`src/rtl/snake_pkg.sv`:
```
// Shared command-word definitions for the snake core and its command executor.
package snake_pkg;
  localparam int CMD_WIDTH = 32;

  localparam logic [3:0] OP_DRAW = 4'h0;
  localparam logic [3:0] OP_FILL = 4'h1;

  // Opcode and field LSB positions inside the 32-bit command word
  localparam int OP_LSB      = 28;
  localparam int DRAW_X_LSB  = 23;
  localparam int DRAW_Y_LSB  = 18;
  localparam int DRAW_C_LSB  = 10;
  localparam int FILL_X0_LSB = 23;
  localparam int FILL_Y0_LSB = 18;
  localparam int FILL_X1_LSB = 13;
  localparam int FILL_Y1_LSB = 8;
  localparam int FILL_C_LSB  = 0;

  typedef enum logic [1:0] {
    ST_IDLE,
    ST_DRAW,
    ST_FILL
  } exec_state_t;
endpackage

```
`src/rtl/snake_cmd_fifo.sv`:
```
// Small synchronous command FIFO; registered storage, no fall-through.
// A push while full is accepted only when a pop happens in the same cycle.
module snake_cmd_fifo #(
  parameter int WIDTH = 32,
  parameter int DEPTH = 4,
  localparam int AW   = $clog2(DEPTH)
) (
  input  logic             clk,
  input  logic             rst,
  input  logic             push,
  input  logic             pop,
  input  logic [WIDTH-1:0] din,
  output logic [WIDTH-1:0] dout,
  output logic             full,
  output logic             empty,
  output logic [AW:0]      count
);
  logic [WIDTH-1:0] mem [DEPTH];
  logic [AW:0]      wr_ptr, rd_ptr;
  logic             do_push, do_pop;

  assign count   = wr_ptr - rd_ptr;
  assign full    = (count == (AW+1)'(DEPTH));
  assign empty   = (count == '0);
  assign do_pop  = pop && !empty;
  assign do_push = push && (!full || do_pop);
  assign dout    = mem[rd_ptr[AW-1:0]];

  // Storage write; head is read combinationally before the pop edge
  always_ff @(posedge clk) begin
    if (do_push) mem[wr_ptr[AW-1:0]] <= din;
  end

  // Pointer update; extra MSB distinguishes full from empty
  always_ff @(posedge clk or negedge rst) begin
    if (!rst) begin
      wr_ptr <= '0;
      rd_ptr <= '0;
    end else begin
      if (do_push) wr_ptr <= wr_ptr + 1'b1;
      if (do_pop)  rd_ptr <= rd_ptr + 1'b1;
    end
  end
endmodule

```
`src/rtl/snake_cmd_exec.sv`:
```
// Draw-command executor: buffers the snake core's command stream and turns
// each DRAW/FILL into single-cycle tile-RAM writes. Sole writer of that RAM.
module snake_cmd_exec
  import snake_pkg::*;
#(
  parameter int                        H_LOGIC_WIDTH  = 5,
  parameter int                        V_LOGIC_WIDTH  = 5,
  parameter logic [H_LOGIC_WIDTH-1:0]  H_LOGIC_MAX    = 5'd31,
  parameter logic [V_LOGIC_WIDTH-1:0]  V_LOGIC_MAX    = 5'd23,
  parameter int                        COLOR_ID_WIDTH = 8,
  parameter int                        FIFO_DEPTH     = 4
) (
  input  logic                                   clk,
  input  logic                                   rst,
  input  logic [CMD_WIDTH-1:0]                   cmd,
  input  logic                                   cmd_vld,
  output logic                                   wr_en,
  output logic [V_LOGIC_WIDTH+H_LOGIC_WIDTH-1:0] wr_addr,
  output logic [COLOR_ID_WIDTH-1:0]              wr_data,
  output logic                                   busy,
  output logic                                   ovf
);
  localparam int HW = H_LOGIC_WIDTH;
  localparam int VW = V_LOGIC_WIDTH;
  localparam int CW = COLOR_ID_WIDTH;
  localparam int NW = $clog2(FIFO_DEPTH) + 1;

  exec_state_t          state;
  logic [CMD_WIDTH-1:0] head;
  logic                 full, empty, push, pop;
  logic [NW-1:0]        count, cnt_next;

  // Fill walk registers: current cell, row restart x, clipped corner, colour
  logic [HW-1:0] cur_x, x0_r, x1c_r, nx;
  logic [VW-1:0] cur_y, y1c_r, ny;
  logic [CW-1:0] col_r;

  // Head-of-FIFO decode
  logic [3:0]    op;
  logic [HW-1:0] d_x, f_x0, f_x1, f_x1c;
  logic [VW-1:0] d_y, f_y0, f_y1, f_y1c;
  logic [CW-1:0] d_c, f_c;
  logic          fill_ok, x_last, y_last, idle_next;

  assign pop  = (state == ST_IDLE) && !empty;
  assign push = cmd_vld && (!full || pop);

  snake_cmd_fifo #(.WIDTH(CMD_WIDTH), .DEPTH(FIFO_DEPTH)) u_fifo (
    .clk   (clk),
    .rst   (rst),
    .push  (push),
    .pop   (pop),
    .din   (cmd),
    .dout  (head),
    .full  (full),
    .empty (empty),
    .count (count)
  );

  assign op    = head[OP_LSB +: 4];
  assign d_x   = head[DRAW_X_LSB +: HW];
  assign d_y   = head[DRAW_Y_LSB +: VW];
  assign d_c   = head[DRAW_C_LSB +: CW];
  assign f_x0  = head[FILL_X0_LSB +: HW];
  assign f_y0  = head[FILL_Y0_LSB +: VW];
  assign f_x1  = head[FILL_X1_LSB +: HW];
  assign f_y1  = head[FILL_Y1_LSB +: VW];
  assign f_c   = head[FILL_C_LSB +: CW];
  assign f_x1c = (f_x1 > H_LOGIC_MAX) ? H_LOGIC_MAX : f_x1;
  assign f_y1c = (f_y1 > V_LOGIC_MAX) ? V_LOGIC_MAX : f_y1;
  // x0<=x1' already implies x0<=x1 since x1'<=x1; covers both reject cases
  assign fill_ok = (f_x0 <= f_x1c) && (f_y0 <= f_y1c);

  // Compare against the clipped corner before incrementing, so no wrap
  assign x_last = (cur_x == x1c_r);
  assign y_last = (cur_y == y1c_r);
  assign nx     = cur_x + 1'b1;
  assign ny     = cur_y + 1'b1;

  // Next-cycle IDLE prediction and FIFO occupancy, used for registered busy
  always_comb begin
    idle_next = 1'b1;
    case (state)
      ST_IDLE: idle_next = !(pop && ((op == OP_DRAW) || ((op == OP_FILL) && fill_ok)));
      ST_DRAW: idle_next = 1'b1;
      ST_FILL: idle_next = x_last && y_last;
      default: idle_next = 1'b1;
    endcase
    cnt_next = count + NW'(push) - NW'(pop);
  end

  // Command FSM; the write for a cell is registered on the edge entering
  // the cycle that shows it, so the pop cycle is the only overhead
  always_ff @(posedge clk or negedge rst) begin
    if (!rst) begin
      state   <= ST_IDLE;
      wr_en   <= 1'b0;
      wr_addr <= '0;
      wr_data <= '0;
      cur_x   <= '0;
      cur_y   <= '0;
      x0_r    <= '0;
      x1c_r   <= '0;
      y1c_r   <= '0;
      col_r   <= '0;
    end else begin
      wr_en <= 1'b0;
      case (state)
        ST_IDLE: begin
          if (pop) begin
            if (op == OP_DRAW) begin
              state <= ST_DRAW;
              if ((d_x <= H_LOGIC_MAX) && (d_y <= V_LOGIC_MAX)) begin
                wr_en   <= 1'b1;
                wr_addr <= {d_y, d_x};
                wr_data <= d_c;
              end
            end else if ((op == OP_FILL) && fill_ok) begin
              state   <= ST_FILL;
              wr_en   <= 1'b1;
              wr_addr <= {f_y0, f_x0};
              wr_data <= f_c;
              cur_x   <= f_x0;
              cur_y   <= f_y0;
              x0_r    <= f_x0;
              x1c_r   <= f_x1c;
              y1c_r   <= f_y1c;
              col_r   <= f_c;
            end
          end
        end
        ST_DRAW: state <= ST_IDLE;
        ST_FILL: begin
          if (x_last && y_last) begin
            state <= ST_IDLE;
          end else begin
            wr_en   <= 1'b1;
            wr_data <= col_r;
            if (x_last) begin
              cur_x   <= x0_r;
              cur_y   <= ny;
              wr_addr <= {ny, x0_r};
            end else begin
              cur_x   <= nx;
              wr_addr <= {cur_y, nx};
            end
          end
        end
        default: state <= ST_IDLE;
      endcase
    end
  end

  // busy tracks pending work one cycle ahead; ovf is sticky on any drop
  always_ff @(posedge clk or negedge rst) begin
    if (!rst) begin
      busy <= 1'b0;
      ovf  <= 1'b0;
    end else begin
      busy <= !idle_next || (cnt_next != '0);
      ovf  <= ovf | (cmd_vld & ~push);
    end
  end
endmodule

```
`config.mk`:
```
export PLATFORM = sky130hd
export DESIGN_NAME = snake_cmd_exec
export DESIGN_NICKNAME = d
export VERILOG_FILES = /design/src/rtl/snake_pkg.sv /design/src/rtl/snake_cmd_fifo.sv /design/src/rtl/snake_cmd_exec.sv
export SDC_FILE = /design/constraint.sdc
export NUM_CORES = 1
export LEC_CHECK = 0
export CORE_ASPECT_RATIO = 0.9
export CORE_UTILIZATION = 30
export CTS_BUF_LIST = sky130_fd_sc_hd__clkbuf_8 sky130_fd_sc_hd__clkbuf_16
export CTS_CLUSTER_DIAMETER = 40
export CTS_CLUSTER_SIZE = 10
export DETAILED_ROUTE_END_ITERATION = 8
export GPL_TIMING_DRIVEN = 0
export PLACE_DENSITY = 0.48
export SLEW_MARGIN = 5
export SYNTH_ARGS = -nofsm -noshare
export SYNTH_HDL_FRONTEND = slang
export SYNTH_SLANG_ARGS = --single-unit
```
`constraint.sdc`:
```
create_clock -name clk -period 3.66 [get_ports clk]
set_clock_uncertainty 0.05 [all_clocks]
set_input_delay 0.549 -clock clk [delete_from_list [all_inputs] [get_ports clk]]
set_output_delay 0.549 -clock clk [all_outputs]
set_load 0.01 [all_outputs]
```
* After elaboration in Yosys (flattened, before gate mapping)
Memories as Yosys holds them, arrays and structs flattened.
Cells that the tools add are included.
** Word-level totals
- Memories :: 1
- Input bits :: 35
- Word-level logic and storage cells :: 113
- Bits in registers :: 62
- Output and inout bits :: 21
- Memory bits (writable) :: 128
** Memory list
- u_fifo.mem :: depth 4, bits a word 32, read ports 1, clocked after Yosys merged registers in 0, wr ports 1, line snake_cmd_fifo.sv:18 : logic [WIDTH-1:0] mem [DEPTH];
** Operators by class
- Reductions and logical operators :: 27
- Equal/unequal tests :: 13
- Bitwise operators :: 4
- Order comparisons :: 6
- Mux-type cells :: 41
- $add $sub $neg :: 7
** Operators with widths (count)
- two-way mux 10 bit :: 6
- two-way mux 5 bit :: 12
- two-way mux 8 bit :: 5
- one-hot mux 10 bit (2 select lines) :: 1
- one-hot mux 5 bit (2 select lines) :: 2
- one-hot mux 8 bit (2 select lines) :: 1
- adder 5 x 1 -> 5 bit, second input constant :: 2
- equality test 5 bit :: 2
- greater-than comparator 5 bit, second input constant :: 2
- <= comparator 5 bit :: 2
- <= comparator 5 bit, second input constant :: 2
- != test 2 bit, second input constant :: 5
- AND reduction 5 bit :: 2
- logical AND 1 bit :: 9
- two-way mux 2 bit :: 4
- two-way mux 1 bit :: 7
- adder 3 x 1 -> 3 bit, second input constant :: 2
- AND reduction 6 bit :: 1
- equality test 4 x 1 -> 1 bit, second input constant :: 1
- zero test 1 bit :: 4
- zero test 4 bit :: 1
- logical OR 1 bit :: 4
- one-hot mux 1 bit (2 select lines) :: 2
- one-hot mux 2 bit (2 select lines) :: 1
- 17 further kinds :: 18

* Logic depth before layout (Yosys ltp)
An unclocked memory read counts as a cell.
- Depth after elaboration :: 12
- Gate-level depth with buffers :: 15

* Cells and area by module
From an unflattened synthesis, not the netlist that was laid out.
** Unflattened totals
- Cell total of the unflattened synthesis :: 509
- Area total of the unflattened synthesis :: 8328.0 um^2
** By module, submodules not included
- snake_cmd_fifo :: sequential area each 3993.8 um^2, cells an instance 210, times used 1, area each 5073.6 um^2
- snake_cmd_exec :: sequential area each 1401.3 um^2, cells an instance 299, times used 1, area each 3254.4 um^2

* Worst setup path after synthesis
Ideal clock, no wire load.
- Kind :: flip-flop to flip-flop
- Start point :: reg u_fifo.rd_ptr[1]
- End point :: reg busy
- Stages on the path, launching flop included :: 15
- Arrival :: 3.704 ns
- Slack :: -0.232 ns
- Clock period less this slack :: 3.892 ns
- Library setup time :: 0.139 ns
- Buffers on the path :: 3
- Required time :: 3.471 ns
- Path through :: dfrtp_1 -> buf_2 -> buf_2 -> buf_1 -> inv_1 -> fa_1 -> xnor2_1 -> a21oi_2 -> ha_1 -> inv_1 -> ha_1 -> fa_1 -> xnor2_1 -> xnor2_1 -> or4_1
** On the way
- Longest elaborated chain between the ends :: 12
- Elaborated cells between the ends (all ways) :: 28
** RTL lines
- from (decl) :: line snake_cmd_fifo.sv:19 : logic [AW:0] wr_ptr, rd_ptr;
- from (signal assigned) :: line snake_cmd_fifo.sv:41 : if (do_pop) rd_ptr <= rd_ptr + 1'b1;
- memory (4 x 32 bit)
- greater-than comparator 5 bit, on equally long branches :: line snake_cmd_exec.sv:69, snake_cmd_exec.sv:70
- two-way mux 5 bit, on equally long branches :: line snake_cmd_exec.sv:69, snake_cmd_exec.sv:70
- <= comparator 5 bit :: line snake_cmd_exec.sv:72 : assign fill_ok = (f_x0 <= f_x1c) && (f_y0 <= f_y1c);
- logical AND 1 bit :: line snake_cmd_exec.sv:72
- logical AND 1 bit :: line snake_cmd_exec.sv:84 : ST_IDLE: idle_next = !(pop && ((op == OP_DRAW) || ((op == OP_FILL) && fill_ok)));
- logical OR 1 bit :: line snake_cmd_exec.sv:84
- logical AND 1 bit :: line snake_cmd_exec.sv:84
- zero test 1 bit :: line snake_cmd_exec.sv:84
- one-hot mux 1 bit (2 select lines) :: line snake_cmd_exec.sv:83 : case (state)
- zero test 1 bit :: line snake_cmd_exec.sv:160 : busy <= !idle_next || (cnt_next != '0);
- logical OR 1 bit (*) :: line snake_cmd_exec.sv:160
- to (signal assigned) :: line snake_cmd_exec.sv:160
- to (decl) :: line snake_cmd_exec.sv:20 : output logic busy,
Every way passes the cells marked *; elsewhere a longest branch is shown, timed or not.
A chain may end at the register's enable or synchronous reset.

* Worst setup path in the final report
Same ends and word-level chain as after synthesis.

==> qor.log <==
[yosys] #FFs+latches synth 190
[clocking] number of clock sinks 190
[grt] global-route congestion overflow total 0
[yosys] top cells by area, synth edfxtp_1, dfrtp_1, mux4_2
[clocking] buffers from clock root to sink, at most 2
[die] area of the die 27800 um^2
[power] IR drop worst, VDD 0.272 mV
[worst_setup_path] critical register-to-register path startpoint u_fifo.rd_ptr[1]
[worst_setup_path] critical path's slowest cell or4_1
[power] static leakage power 3.74 nW
[worst_setup_path] Register-to-Register Path Depth 15
[layout] Diodes inserted 0
[sta] achievable clock frequency 0.281 GHz
[worst_setup_path] worst stage delay on the critical path 470 ps
[drt] Antenna Nets Post-Route 0
[sta] Worst Tran Pin Value 839 ps
[drt] via total after detailed routing 4449
[yosys] area share of the largest cell type after synthesis 47.2%
[worst_setup_path] class of the most critical setup path reg2reg
[layout] fraction of layout instances using a drive strength above 1 25.8%
[yosys] prevailing post-synth register cell edfxtp_1
[die] Core Footprint 26300 um^2
[clocking] clock buffers created by TritonCTS 17
[power] PnR Total Power 9.42 mW
[drt] average vias per placed instance 4.71
[die] height of the die 158 um
[yosys] most common cell in the synthesized netlist edfxtp_1
[drt] violation count after the first detailed-route iteration 209
[worst_setup_path] worst-path fanout max 10
[power] internal power 6.07 mW
[yosys] gate count of the mapped netlist 497
[sta] share of the clock period used by the worst path after layout 97.1%
[grt] largest net degree at the start of global routing 63
[placed_design] DP HPWL 12200 um
[power] Logic pwr share 45.1%
[layout] number of inserted filler cells in the final layout 2457
[placed_design] placement-stage cell area 9220 um^2
[sta] Setup violations, final 0
[power] relative contribution of the clock network to total power 20.3%
[grt] vias in the first global route 4575
[clocking] clock input transition at the sequential cells of the worst setup and hold paths 70 ps
[flow_run] max-capacitance violation count 0
[die] placement row count 56
[layout] total number of nets in the final design 640
[drt] wire per inst 18.4 um
[grt] All-Layer GR Usage 13.4%
[power] switching portion of total power 35.6%
[worst_setup_path] CP endpoint kind flip-flop
[yosys] most numerous cell types in the synthesized netlist edfxtp_1, dfrtp_1, mux2_2, mux4_2, nand2_1
[yosys] Unique masters post-synth 52
[min_path] Worst Hold Class in2async
[yosys] most area-hungry cell type in the Yosys netlist edfxtp_1
[yosys] Post-Synthesis Net Count 554
[die] Initial Utilization 30.9%
[worst_setup_path] category of cells accounting for the largest share of critical-path delay adder cells
[grt] number of antenna violations at the first check in global routing 1
[yosys] average cell area after synthesis 16.4 um^2
[yosys] Post-synth ARST share 32.6%
[placed_design] Buffers on Ports 55
[clocking] worst-skew pair later-pin latency 440 ps
[worst_setup_path] R2R Path End busy
[power] share of total power in sequential cells 34.6%
[clocking] clock root buffer clkbuf_16
[worst_setup_path] crit path DAT 3810 ps
[sta] setup repair after global routing missed its margin no
[layout] area of all placed cells without fillers 10000 um^2
[worst_setup_path] list of cells traversed by the critical path buf_6 > buf_8 > buf_8 > inv_2 > fa_2 > nor2b_4 > buf_6 > a21oi_4 > ha_1 > inv_1 > ha_1 > fa_2 > xnor2_1 > xnor2_1 > or4_1
[power] net switching power of the design 3.35 mW
[clocking] CTS tree built
[grt] wire length of the first global-routing pass 27100 um
[layout] Area growth syn-to-layout 23.3%
[drt] number of remaining DRC errors 0
[yosys] total of warnings raised by yosys 0
[die] die outline width 176 um
[yosys] post-synthesis instance area 8140 um^2
[die] number of ports placed on the die boundary 56
[drt] total wirelength of the detailed-routed design 17400 um
[worst_setup_path] endpoint required time on the critical path 3920 ps
[yosys] number of enable flip-flop cells after synthesis 128
[sta] Final Hold Vio Count 0
[layout] area taken by multi-input logic gates 2670 um^2
[worst_setup_path] Crit path buffers/inverters 6
[layout] Storage cell area 5400 um^2
[power] Power Density 938 nW/um^2
[clocking] CTS H-Tree Depth 4
[worst_setup_path] sort of element at the start of the critical path flip-flop
[yosys] sequential fraction of the synthesis area 66.2%
[sta] Min Clock Period, post-route 3550 ps
[outcome] status complete, no violations
[sta] Rel. slew slack 44.0%
[sta] count of pins over their slew limit 0
[worst_setup_path] reg-to-reg setup timing slack 110 ps
[placed_design] routability congestion estimate 0.824
[drt] iteration count of the initial detailed-routing pass 4
sequential cells by signal (all words and copies together) (netlist names):
| name | count |
|---|---|
| y1c_r | 5 |
| wr_data | 8 |
| u_fifo.mem | 128 |
| x1c_r | 5 |
| u_fifo.wr_ptr | 3 |
| wr_addr | 10 |
| col_r | 8 |
| wr_en | 1 |
| state | 2 |
| cur_y | 5 |
| ovf | 1 |
| busy | 1 |
| x0_r | 5 |
| cur_x | 5 |
| u_fifo.rd_ptr | 3 |
area by class of cell:
cell class	count	area share, %
Buffer	18	1.51
Multi-Input combinational cell	271	26.6
Timing Repair Buffer	69	7.04
Tap cell	348	4.34
Clock buffer	18	4.37
Inverter	16	0.598
Clock inverter	14	1.77
Sequential cell	190	53.8
stage by stage:
stage	std cells	util (%)	setup slack, ps	TNS [ps]	hold WS [ps]
2_1_floorplan	497	-	28.9	0	203
3_3_place_gp	900	34.7	-946	-163410	390
3_5_place_dp	904	35.0	-828	-34640	394
4_1_cts	939	37.8	14.4	0	198
5_1_grt	944	38.1	2.62	0	238
6_report	944	38.1	107	0	171
power by group through the flow:
stage	Combinational (mW)	Clock, mW	Sequential, mW
finish	4.25	1.91	3.26
global route	4.67	2.05	3.33
CTS	4.20	1.96	3.27
detailed placement	3.89	0	3.31
global placement	3.74	0	3.31
floorplan	2.65	0	3.26
metal layers:
metal / vias to the layer above / part of all wire, % / wire [um] / global-route usage [%]
li1: 2065 / - / - / -
met1: 2271 / 48 / 8310 / 17.9
met2: 96 / 47 / 8250 / 21.9
met3: 17 / 3.5 / 614 / 2.53
met4: 0 / 1.3 / 218 / 4.43
met5: - / 0 / 0 / 0
timing repair:
item                                   4_1_cts  5_1_grt
setup endpoints to repair                  134       41
gates resized for setup                     22       10
pin swaps                                    6        2
buffers inserted                             5        5
endpoints found under the hold margin        0        0
hold buffers                                 0        0
worst register-to-register path: cells and delay by family, from the launching register on:
family                     cells  cell delay (ps)
DFF                            1              420
AOI/OAI and AO/OA              1               50
xor gates and xnor gates       2              270
adders and majority gates      4             1330
buffers and inverters          6              690
and+or+nand+nor                2              620
worst max path at each step:
stage	depth (start not counted)	end	from	slack, ps
2_1_floorplan	14	busy	u_fifo.rd_ptr[1]	30
3_3_place_gp	10	u_fifo.mem[3][29]	u_fifo.rd_ptr[1]	-950
3_5_place_dp	13	wr_data[6]	u_fifo.rd_ptr[1]	-830
4_1_cts	15	busy	u_fifo.rd_ptr[1]	10
5_1_grt	15	busy	u_fifo.rd_ptr[1]	3
6_report	15	busy	u_fifo.rd_ptr[1]	110
cells by family (layout without fill, tap and decap cells):
group	Yosys count	in the layout	synth area share (%)
muxes	83	83	15.8
and+or+nand+nor	85	85	5.12
xor gates and xnor gates	24	24	2.58
buffers and inverters	36	135	2.26
AOI/OAI and AO/OA	57	57	4.39
adders and majority gates	22	22	3.56
DFF	190	190	66.2
placed cells by master, fill, tap and decap left out, drive strengths merged, types with 3 or more instances in the layout:
| cell | Yosys | routed |
|---|---|---|
| xnor2 | 8 | 8 |
| mux2 | 40 | 40 |
| nor2 | 21 | 21 |
| clkdlybuf4s50 | 0 | 54 |
| clkinv | 0 | 5 |
| edfxtp | 128 | 128 |
| nand2 | 30 | 30 |
| buf | 11 | 25 |
| a31oi | 5 | 5 |
| mux2i | 13 | 13 |
| a211oi | 3 | 3 |
| nand3 | 7 | 7 |
| dfrtp | 62 | 62 |
| clkbuf | 9 | 26 |
| inv | 16 | 23 |
| ha | 20 | 20 |
| and2 | 6 | 6 |
| mux4 | 30 | 30 |
| nor2b | 5 | 5 |
| o21ai | 18 | 18 |
| nor3 | 4 | 4 |
| xor2 | 16 | 16 |
| a21oi | 19 | 19 |
| nand4 | 3 | 3 |
Note: power is estimated with default switching activity, not from simulation.
